==> src/rtl/id_ex_reg_pkg.sv <==
// Shared definitions for the ID/EX pipeline register.
// Contents:
//   - ALU operation class encodings.
//   - MIPS funct field constants.
//   - Bit positions inside the 6-bit control bundle.
//   - The control value written into a bubble slot.
package id_ex_reg_pkg;

  typedef enum logic [1:0] {
    AluOpAdd   = 2'b00,
    AluOpSub   = 2'b01,
    AluOpRtype = 2'b10
  } alu_op_e;

  localparam logic [5:0] FunctAdd = 6'b100000;
  localparam logic [5:0] FunctSub = 6'b100010;
  localparam logic [5:0] FunctAnd = 6'b100100;
  localparam logic [5:0] FunctOr  = 6'b100101;
  localparam logic [5:0] FunctXor = 6'b100110;
  localparam logic [5:0] FunctNor = 6'b100111;
  localparam logic [5:0] FunctSlt = 6'b101010;

  // Control bundle layout: {RegDst, ALUSrc, MemRead, MemWrite, MemtoReg, RegWrite}
  localparam int unsigned CtrlRegDst   = 5;
  localparam int unsigned CtrlAluSrc   = 4;
  localparam int unsigned CtrlMemRead  = 3;
  localparam int unsigned CtrlMemWrite = 2;
  localparam int unsigned CtrlMemtoReg = 1;
  localparam int unsigned CtrlRegWrite = 0;

  // All-zero control: no memory access and no register write downstream.
  localparam logic [5:0] CtrlBubble = 6'b000000;

  localparam logic [5:0] FunctBubble = 6'b000000;

endpackage

==> src/rtl/sat_counter.sv <==
// Saturating up-counter used for pipeline performance statistics.
// Ports:
//   clk   - rising-edge clock
//   clr   - synchronous clear, wins over inc
//   inc   - count one event this edge
//   count - current value, sticks at all-ones
module sat_counter #(
  parameter int unsigned WIDTH = 16
) (
  input  logic             clk,
  input  logic             clr,
  input  logic             inc,
  output logic [WIDTH-1:0] count
);

  logic [WIDTH-1:0] count_q;

  always_ff @(posedge clk) begin
    if (clr) begin
      count_q <= '0;
    end else if (inc && (count_q != {WIDTH{1'b1}})) begin
      count_q <= count_q + WIDTH'(1);
    end
  end

  assign count = count_q;

endmodule

==> src/rtl/id_ex_reg.sv <==
// ID/EX pipeline register for a classic 5-stage MIPS pipeline.
// Per-edge priority: reset > flush > stall > load.
//   - flush turns the slot into a bubble (control zeroed, data/specifiers held)
//   - stall holds every field
//   - load with id_valid=0 captures data but writes a bubble control bundle
// All outputs come straight from flops.
// Ports:
//   clk, reset           - clock and synchronous active-high reset
//   stall, flush         - hazard controls
//   id_*                 - decoded instruction fields from ID
//   ex_*                 - registered copies for EX
//   bubble_cnt/stall_cnt - 16-bit saturating statistics (IDEX_PERF_CNT_EN only)
// Optional feature macro: IDEX_PERF_CNT_EN adds the two performance counters.
module id_ex_reg
  import id_ex_reg_pkg::*;
#(
  parameter int unsigned DATA_W = 32,
  parameter int unsigned REG_W  = 5
) (
  input  logic              clk,
  input  logic              reset,
  input  logic              stall,
  input  logic              flush,
  input  logic              id_valid,
  input  logic [1:0]        id_ALUOp,
  input  logic [5:0]        id_FuncCode,
  input  logic [5:0]        id_ctrl,
  input  logic [DATA_W-1:0] id_PC4,
  input  logic [DATA_W-1:0] id_ReadData1,
  input  logic [DATA_W-1:0] id_ReadData2,
  input  logic [DATA_W-1:0] id_SignExt,
  input  logic [REG_W-1:0]  id_Rs,
  input  logic [REG_W-1:0]  id_Rt,
  input  logic [REG_W-1:0]  id_Rd,
  output logic              ex_valid,
  output logic [1:0]        ex_ALUOp,
  output logic [5:0]        ex_FuncCode,
  output logic [5:0]        ex_ctrl,
  output logic [DATA_W-1:0] ex_PC4,
  output logic [DATA_W-1:0] ex_ReadData1,
  output logic [DATA_W-1:0] ex_ReadData2,
  output logic [DATA_W-1:0] ex_SignExt,
  output logic [REG_W-1:0]  ex_Rs,
  output logic [REG_W-1:0]  ex_Rt,
  output logic [REG_W-1:0]  ex_Rd
`ifdef IDEX_PERF_CNT_EN
  ,
  output logic [15:0]       bubble_cnt,
  output logic [15:0]       stall_cnt
`endif
);

  logic              valid_q;
  logic [1:0]        alu_op_q;
  logic [5:0]        funct_q;
  logic [5:0]        ctrl_q;
  logic [DATA_W-1:0] pc4_q;
  logic [DATA_W-1:0] rd1_q;
  logic [DATA_W-1:0] rd2_q;
  logic [DATA_W-1:0] sext_q;
  logic [REG_W-1:0]  rs_q;
  logic [REG_W-1:0]  rt_q;
  logic [REG_W-1:0]  rd_q;

  logic load;
  assign load = !flush && !stall;

  // Control-class fields: these are the ones a bubble must neutralise.
  always_ff @(posedge clk) begin
    if (reset) begin
      valid_q  <= 1'b0;
      alu_op_q <= AluOpAdd;
      funct_q  <= FunctBubble;
      ctrl_q   <= CtrlBubble;
    end else if (flush) begin
      valid_q  <= 1'b0;
      alu_op_q <= AluOpAdd;
      funct_q  <= FunctBubble;
      ctrl_q   <= CtrlBubble;
    end else if (load) begin
      valid_q  <= id_valid;
      alu_op_q <= id_valid ? id_ALUOp : AluOpAdd;
      funct_q  <= id_FuncCode;
      ctrl_q   <= id_valid ? id_ctrl : CtrlBubble;
    end
  end

  // Data and specifier fields: held on flush so forwarding/debug still sees them.
  always_ff @(posedge clk) begin
    if (reset) begin
      pc4_q  <= '0;
      rd1_q  <= '0;
      rd2_q  <= '0;
      sext_q <= '0;
      rs_q   <= '0;
      rt_q   <= '0;
      rd_q   <= '0;
    end else if (load) begin
      pc4_q  <= id_PC4;
      rd1_q  <= id_ReadData1;
      rd2_q  <= id_ReadData2;
      sext_q <= id_SignExt;
      rs_q   <= id_Rs;
      rt_q   <= id_Rt;
      rd_q   <= id_Rd;
    end
  end

  assign ex_valid     = valid_q;
  assign ex_ALUOp     = alu_op_q;
  assign ex_FuncCode  = funct_q;
  assign ex_ctrl      = ctrl_q;
  assign ex_PC4       = pc4_q;
  assign ex_ReadData1 = rd1_q;
  assign ex_ReadData2 = rd2_q;
  assign ex_SignExt   = sext_q;
  assign ex_Rs        = rs_q;
  assign ex_Rt        = rt_q;
  assign ex_Rd        = rd_q;

`ifdef IDEX_PERF_CNT_EN
  logic bubble_wr;
  logic stall_ev;

  // A bubble is written by any flush, or by a load of an invalid ID slot.
  assign bubble_wr = flush || (load && !id_valid);
  assign stall_ev  = stall && !flush;

  sat_counter #(
    .WIDTH (16)
  ) u_bubble_cnt (
    .clk   (clk),
    .clr   (reset),
    .inc   (bubble_wr),
    .count (bubble_cnt)
  );

  sat_counter #(
    .WIDTH (16)
  ) u_stall_cnt (
    .clk   (clk),
    .clr   (reset),
    .inc   (stall_ev),
    .count (stall_cnt)
  );
`else
  // Statistics counters are not built in this configuration.
`endif

endmodule

==> config.mk <==
export PLATFORM = sky130hd
export DESIGN_NAME = id_ex_reg
export DESIGN_NICKNAME = d
export VERILOG_FILES = /design/src/rtl/id_ex_reg_pkg.sv /design/src/rtl/sat_counter.sv /design/src/rtl/id_ex_reg.sv
export SDC_FILE = /design/constraint.sdc
export NUM_CORES = 1
export LEC_CHECK = 0
export CAP_MARGIN = 30
export CORE_ASPECT_RATIO = 1.25
export CORE_MARGIN = 1
export CORE_UTILIZATION = 41
export CTS_CLUSTER_DIAMETER = 150
export DETAILED_ROUTE_END_ITERATION = 10
export MAX_ROUTING_LAYER = met4
export PLACE_DENSITY = 0.83
export SLEW_MARGIN = 0
export SYNTH_ARGS = -nofsm -noshare
export SYNTH_HDL_FRONTEND = slang
export SYNTH_SLANG_ARGS = --single-unit
==> constraint.sdc <==
create_clock -name clk -period 1.2 [get_ports clk]
set_input_delay 0.18 -clock clk [delete_from_list [all_inputs] [get_ports clk]]
set_output_delay 0.18 -clock clk [all_outputs]
set_load 0.005 [all_outputs]
==> impl_summary.md, run 1 <==
Setup path
The sum of buffers and inverters on the critical path is 1. In this run the worst path has a maximum fanout of 2. Grouping stages by cell kind, the critical path spends the most delay in flip-flops.

The setup path with the least slack is of type register to primary output. For this run, the slowest stage of the critical path takes 0.34 ns. The data arrival time at the worst-slack endpoint is 0.99 ns.

The worst setup path is launched from a register. The category of the worst setup path capture point is a primary output. Traced cell by cell, the critical path runs through clkdlybuf4s15_1. At the worst endpoint, the required time is 1.02 ns.

The cell type of the slowest stage on the worst timing path is sky130_fd_sc_hd__dfxtp_1.

Timing
After layout, the worst setup slack is 0.02652 ns. In the final timing run, aggregate negative setup slack is 0 ns. The remaining max-slew budget at the tightest pin is 70.74%. In the finished design, the share of the clock period the worst path needs comes to 97.79%. At the pin with the least slew margin, the transition time is 0.4388 ns. The post-layout minimum cycle time is 1.173 ns. Setup repair after global routing left no endpoint under its margin. The setup violation total in the final timing report is 0. Timing would allow up to 852.2 MHz. The final hold slack is 0.2087 ns. The final hold violation count was 0. The worst clock skew is 0 ns. The max-slew violation count is 0.

Clocking
Clock-pin slew was measured on the worst setup and hold paths at 0.06 ns. In this run, post-CTS hold repair placed 0 buffers. The total clock buffers created by CTS is 17. The root buffer cell chosen for the clock tree is sky130_fd_sc_hd__clkbuf_16.

The TritonCTS clock tree is done. The number of setup buffers added after CTS is 0. The count of clock tree sinks is 158.

The H-tree was split into 4 levels. The worst-case clock buffer depth is 2. The clock insertion delay at the later pin of the skew report is 0.41 ns.

Run status
The run finished with clean final reports.

Routing
The violation count after the first detailed-route iteration is 413. The sum of routed wire length over all layers is 19,680 microns. Once detail routing completed, the nets flagged for antenna violations numbered 0. The per-cell via count in the routed design is 5.116. The detail-routed net length per standard cell is 16.13 microns.

Across all layers, the routed design uses 6,241 vias. Before antenna repair, the detailed router went through 5 iterations. For this run, design rule violations remaining after detail routing come to 0.

Power and ir drop
The internal power contribution is 9.788 mW. Net switching is 23.06% of the power. Overall power consumption after layout is estimated at 12.72 mW.

In this run the power density over the cells is 1223 mW/mm^2. Summed over all cells, the static leakage comes to 4.024 nW. Of the total power, combinational logic draws 13.9%. Per report_power, the clock group accounts for 42.2% of the total.

In this run the power spent charging and discharging nets is 2.934 mW. Per report_power, the sequential group accounts for 43.9% of the total. The worst vdd rail ir drop is 0.8678 mV.

Synthesis
The share of synthesized area in the top cell type comes to 48.68%. The sequential share of the synthesized area is 48.68%. Counting distinct cell types in the post-synthesis netlist gives 15. Yosys printed 0 warnings. The synthesized design spends more area on one cell type than any other, namely sky130_fd_sc_hd__dfxtp_1.

Averaged over all synthesized cells, the footprint is 9.139 sq um. The post-synthesis instance area is 0.006497 sq mm. The gate count after technology mapping is 711.

The post-synthesis register bit count is 158. By area the synthesized netlist is led by sky130_fd_sc_hd__dfxtp_1 (49%), sky130_fd_sc_hd__or3b_1 (18%), sky130_fd_sc_hd__a21oi_1 (12%). The number of nets handed over by synthesis was 873.

Floorplan
The placeable core area is 0.01551 sq mm. The I/O pin count is 320. The die is 142.7 microns tall. The width of the die is 114.6 microns. After floorplanning, the core was divided into 51 placement rows. The area enclosed by the die boundary is 0.01636 sq mm. The starting density of the core is 41.90%.

Final layout
The number of standard cells in the layout, taps in and fillers out is 1,220. The area growth from synthesis to layout is 60.08%. After the last flow step, the layout net total stands at 1,158.

The fraction of final layout cells sized beyond drive strength 1 is 11.81%. The repair_antennas step left the layout with diodes totalling 0.

Global routing
The global-route usage over all layers is 24.02%. The via count of the first global-routing pass is 5,613. The remaining global-route overflow is 0. Entering global routing, the biggest net connects 64 pins. The number of antenna violations at the first check in global routing is 0. The wire length of the first global-routing pass is 29,500 microns.

Placement
The count of input and output buffers is 319. The worst-case setup slack after placement is -0.07611 ns. After detailed placement, the design holds a cell count of 1,189.

Once detailed placement completed, the half-perimeter wirelength came to 13,420 microns. The congestion estimate from routability-driven global placement came to 0.7787.

Min path
In this run the worst hold path is classified as input pin to register.

Job
The number of max-capacitance violations reported is 0.
==> power groups by stage <==
stage	sequential (mW)	combinational, mW	clock [mW]
after floorplan	5.71	0.681	0
after global placement	5.69	1.87	0
after detailed placement	5.70	1.90	0
after CTS	5.58	1.77	5.50
after global routing	5.61	1.92	5.69
final	5.59	1.77	5.36
==> state kept, by name (all words and copies together) (netlist names) <==
signal        flops
ex_PC4           32
ex_ReadData1     32
ex_ReadData2     32
ex_SignExt       32
ex_FuncCode       6
ex_ctrl           6
ex_Rd             5
ex_Rs             5
ex_Rt             5
ex_ALUOp          2
ex_valid          1
==> synthesized netlist by cell type (all sizes together) <==
| cell | instances |
|---|---|
| or2 | 1 |
| nand3b | 8 |
| clkbuf | 63 |
| mux2i | 7 |
| a21oi | 151 |
| nand2 | 8 |
| o21ai | 143 |
| buf | 22 |
| or3b | 143 |
| dfxtp | 158 |
| nor2 | 7 |
==> layout by cell type, fill, tap and decap left out <==
| cell | count |
|---|---|
| sky130_fd_sc_hd__clkbuf_16 | 17 |
| sky130_fd_sc_hd__or2_2 | 1 |
| sky130_fd_sc_hd__clkbuf_1 | 2 |
| sky130_fd_sc_hd__clkinvlp_4 | 3 |
| sky130_fd_sc_hd__bufinv_16 | 3 |
| sky130_fd_sc_hd__nand2_1 | 8 |
| sky130_fd_sc_hd__dfxtp_1 | 136 |
| sky130_fd_sc_hd__buf_12 | 14 |
| sky130_fd_sc_hd__nand3b_1 | 8 |
| sky130_fd_sc_hd__nor2_1 | 7 |
| sky130_fd_sc_hd__buf_4 | 19 |
| sky130_fd_sc_hd__clkbuf_2 | 18 |
| sky130_fd_sc_hd__clkinv_2 | 5 |
| sky130_fd_sc_hd__or3b_2 | 8 |
| sky130_fd_sc_hd__or3b_1 | 135 |
| sky130_fd_sc_hd__buf_6 | 2 |
| sky130_fd_sc_hd__dlygate4sd2_1 | 46 |
| sky130_fd_sc_hd__o21ai_0 | 143 |
| sky130_fd_sc_hd__clkdlybuf4s15_1 | 88 |
| sky130_fd_sc_hd__a21oi_1 | 151 |
| sky130_fd_sc_hd__dfxtp_2 | 22 |
| sky130_fd_sc_hd__mux2i_1 | 7 |
| sky130_fd_sc_hd__clkdlybuf4s50_1 | 158 |
| sky130_fd_sc_hd__clkinv_4 | 1 |
| sky130_fd_sc_hd__clkdlybuf4s15_2 | 3 |
| sky130_fd_sc_hd__buf_2 | 3 |
==> cell type report <==
class	count	area, sq um
Clock buffer	19	432.9
Clock inverter	12	146.4
Fill cell	1284	5105
Multi-Input combinational cell	468	2917
Sequential cell	158	3191
Tap cell	212	265.3
Timing Repair Buffer	351	3450
==> cell families after synthesis <==
kind of cell           Yosys count  synth area share [%]
buffers and inverters           85                 6.432
muxes                            7                 1.078
AOI/OAI and AO/OA              294                 22.65
DFF                            158                 48.68
and+or+nand+nor                167                 21.16
==> routing by layer <==
layer	GRT usage (%)	vias up	routed length, microns
li1	-	3139	-
met1	27.86	2850	8092
met2	38.76	214	9718
met3	6.452	38	1267
met4	10.80	0	597
met5	-	-	0
==> what timing repair did <==
action / CTS / global route
endpoints found under the setup margin: 158 / 86
gates resized for setup: 225 / 94
hold endpoints to repair: 0 / 0
==> stage by stage <==
| stage | utilization (%) | instance area, sq um |
|---|---|---|
| after floorplan | - | 6497 |
| after global placement | 64.19 | 9953 |
| after detailed placement | 64.19 | 9953 |
| after CTS | 67.09 | 10400 |
| after global routing | 67.08 | 10400 |
| final | 67.08 | 10400 |
==> worst paths after layout <==
path	start	to	slack, ns	depth (start not counted)
min	stall	ex_ALUOp[1]	0.21	3
max	ex_PC4[12]	ex_PC4[12]	0.03	1
min reg2reg	ex_ALUOp[0]	ex_ALUOp[0]	0.45	2
max reg2reg	ex_ReadData1[11]	ex_ReadData1[11]	0.50	2
No activity file was read; power rests on OpenSTA's default activity.
==> run 2, diff against run 1 <==
--- a/config.mk
+++ b/config.mk
@@ -8,11 +8,11 @@
 export CAP_MARGIN = 30
 export CORE_ASPECT_RATIO = 1.25
 export CORE_MARGIN = 1
-export CORE_UTILIZATION = 41
-export CTS_CLUSTER_DIAMETER = 150
+export CORE_UTILIZATION = 37
+export CTS_CLUSTER_DIAMETER = 80
 export DETAILED_ROUTE_END_ITERATION = 10
 export MAX_ROUTING_LAYER = met4
-export PLACE_DENSITY = 0.83
+export PLACE_DENSITY = 0.79
 export SLEW_MARGIN = 0
 export SYNTH_ARGS = -nofsm -noshare
 export SYNTH_HDL_FRONTEND = slang
==> constraint.sdc (replaced) <==
create_clock -name clk -period 0.95 [get_ports clk]
set_input_delay 0.1425 -clock clk [delete_from_list [all_inputs] [get_ports clk]]
set_output_delay 0.1425 -clock clk [all_outputs]
set_load 0.005 [all_outputs]
==> run 2 against run 1 <==
The run now ends with negative setup slack left. First-iteration DRC count decreased by 25%. Final area increased by 3.6%. Combinational power increased by 36%. Global-route usage decreased by 1.4 points. Sequential cell count unchanged. Wire length increased by 3.9%. Largest cell class unchanged. Largest power group unchanged.
==> impl_summary.md, run 2 (synthesized netlist as in run 1, its figures left out) <==
Run status
The checks that failed: negative setup slack. The flow ran to the end, but the final reports show violations.

Floorplan
The y dimension of the die is 150.2 microns. For this configuration, the core starts out at a cell density of 38.27%. The floorplan step defined a die boundary enclosing 0.01810 sq mm. The I/O pin count is 320. The width of the die is 120.5 microns. The placeable core area is 0.01698 sq mm.

The site row count is 53.

Setup path
For this run, the slowest stage of the critical path takes 0.35 ns. Along the worst path, the maximum fanout reaches 2. The endpoint required time on the critical path is 0.81 ns. The cell type of the slowest stage on the worst timing path is sky130_fd_sc_hd__dfxtp_2. The category of the worst setup path capture point is a primary output. At the worst endpoint, the arrival time is 0.88 ns.

The critical path goes through buf_2. The sum of buffers and inverters on the critical path is 1. STA classifies the critical path startpoint as a register. The critical path in this run is classified as register to primary output. On the critical path the largest part of the delay comes from flip-flops.

Routing
The DRC violation count after routing is 0. The violation count after the first detailed-route iteration is 311. In the routed layout, each cell is associated on average with a via count of 5.099.

The first TritonRoute pass finished after 4 iterations. The count of antenna-violating nets left after detailed routing is 0. The count of vias placed by the detailed router is 6,323. The detail-routed net length per standard cell is 16.49 microns. After detailed routing, the total wire length is 20,450 microns.

Timing
Setup repair after global routing could not meet its margin everywhere. The portion of the clock cycle consumed by the worst path in the final layout is 107.7%. The clock arrives with 0 ns of skew. The upper clock frequency limit is 977.2 MHz. The final hold violation count is 0. The remaining max-slew budget at the tightest pin is 75.20%. The max-slew violation count is 0. The setup violation total in the final timing report is 158. The total negative setup slack is -6.785 ns. The post-layout worst setup margin is -0.07334 ns. For the pin with the worst max-slew slack, the measured transition is 0.3720 ns.

The smallest clock period supported by the final layout is computed as 1.023 ns.

Clocking
The number of clock buffers added by TritonCTS is 17. For the worst-skew pair, the clock arrives at the later sink with an insertion delay of 0.42 ns. Counting along the longest clock path gives a buffer depth of 2. The tree is rooted in a sky130_fd_sc_hd__clkbuf_16.

The hold buffer count at CTS is 0. TritonCTS built the clock tree. Clock-pin slew was measured on the worst setup and hold paths at 0.06 ns. The clock drives 158 sinks. The number of H-tree levels is 4.

Power and ir drop
Of the total power, combinational logic draws 14.8%. The post-layout total power is 16.23 mW. The areal power density over the cells is 1506 mW/mm^2. The clock share of power is 41.2%.

The switching power share of the total is 24.43%. The internal power of the cells totals 12.26 mW. The proportion of power drawn by flip-flops and latches is 44.1%. For this design the total switching power over the nets is 3.964 mW. The leakage power figure is 4.199 nW. IR analysis of the VDD net gives a maximum drop of 0.8896 mV.

Placement
The congestion estimate from routability-driven global placement came to 0.7974. Summed over all nets, the half-perimeter wirelength after detailed placement is 14,070 microns. The count of input and output buffers is 319. Counting tap cells, the placed design contains a total of 1,201 instances. The worst-case setup slack after placement is -0.3154 ns.

Global routing
The number of antenna violations at the first check in global routing is 0. The via count of the first global-routing pass is 5,841. The wire length of the first global-routing pass is 30,840 microns.

The pin count of the biggest net entering global routing is 58. The remaining global-route overflow is 0. The global-route usage over all layers is 22.57%.

Final layout
The sequential cell area is 0.003361 sq mm. Summing all multi-input logic gate instances after layout gives 0.002919 sq mm. 0 antenna diodes ended up in the layout.

The post-route netlist has 39.51% of its cells at a drive strength greater than 1. The final core area utilization is 63.47%. The library cells used most frequently in the layout, excluding fill and tap cells, are sky130_fd_sc_hd__dfxtp_2 (158), sky130_fd_sc_hd__clkdlybuf4s50_1 (158), sky130_fd_sc_hd__a21oi_1 (151). The filler cells instantiated in the layout total 1,416. The final layout contains 1,169 nets. The number of standard cells in the layout, taps in and fillers out is 1,240. The layout overhead on the synthesized area is 65.84%.

Min path
The path category of the worst min-delay check is input pin to register.

Job
The number of max-capacitance violations reported is 0.
[run 2: cell types whose count changed in the layout (fill, tap and decap cells not counted), moves of 3 or more]
cell                              change
sky130_fd_sc_hd__buf_4               +13
sky130_fd_sc_hd__buf_2               +33
sky130_fd_sc_hd__dfxtp_1            -136
sky130_fd_sc_hd__inv_6                +3
sky130_fd_sc_hd__dfxtp_2            +136
sky130_fd_sc_hd__clkinv_2             -4
sky130_fd_sc_hd__clkbuf_2            -18
sky130_fd_sc_hd__dlygate4sd2_1       -46
sky130_fd_sc_hd__buf_6              +122
sky130_fd_sc_hd__clkdlybuf4s15_1     -88
sky130_fd_sc_hd__clkdlybuf4s15_2      -3
[run 2: final cells by class]
cell class / count / share of cell area (%)
Clock buffer: 19 / 4.203
Clock inverter: 13 / 1.196
Multi-Input combinational cell: 468 / 27.09
Sequential cell: 158 / 31.19
Tap cell: 220 / 2.555
Timing Repair Buffer: 362 / 33.77
[run 2: worst paths after layout]
check | start | endpoint | slack (ns) | cells past startpoint
worst max-delay path | ex_ReadData2[5] | ex_ReadData2[5] | -0.07 | 1
worst min-delay path | stall | ex_Rt[1] | 0.20 | 3
worst max register to register | ex_FuncCode[4] | ex_FuncCode[4] | 0.19 | 3
worst min register to register | ex_ctrl[3] | ex_ctrl[3] | 0.46 | 2
[run 2: routing by layer]
metal	GRT usage [%]	share of wire (%)	vias up
li1	-	-	3154
met2	38.74	52	217
met4	11.42	3.6	0
met3	4.356	5.0	45
met5	-	0	-
met1	24.89	39	2907
[run 2: metrics by stage]
step                hold WS (ns)  area (sq um)
global placement          0.4384          9971
floorplan                 0.2864          6568
detailed placement        0.4487          9971
global route              0.2223         10780
CTS                       0.1911         10490
finish                    0.2038         10780
[run 2: power by group through the flow]
| stage | combinational, mW | clock, mW | sequential [mW] |
|---|---|---|---|
| floorplan | 0.893 | 0 | 7.22 |
| global placement | 2.38 | 0 | 7.19 |
| detailed placement | 2.41 | 0 | 7.20 |
| CTS | 2.32 | 6.86 | 7.13 |
| global route | 2.59 | 7.14 | 7.18 |
| finish | 2.40 | 6.68 | 7.15 |
[run 2: what timing repair did]
item                       in CTS  in global routing
setup buffers                   3                  4
resized for setup             867                 44
setup endpoints to repair     158                158
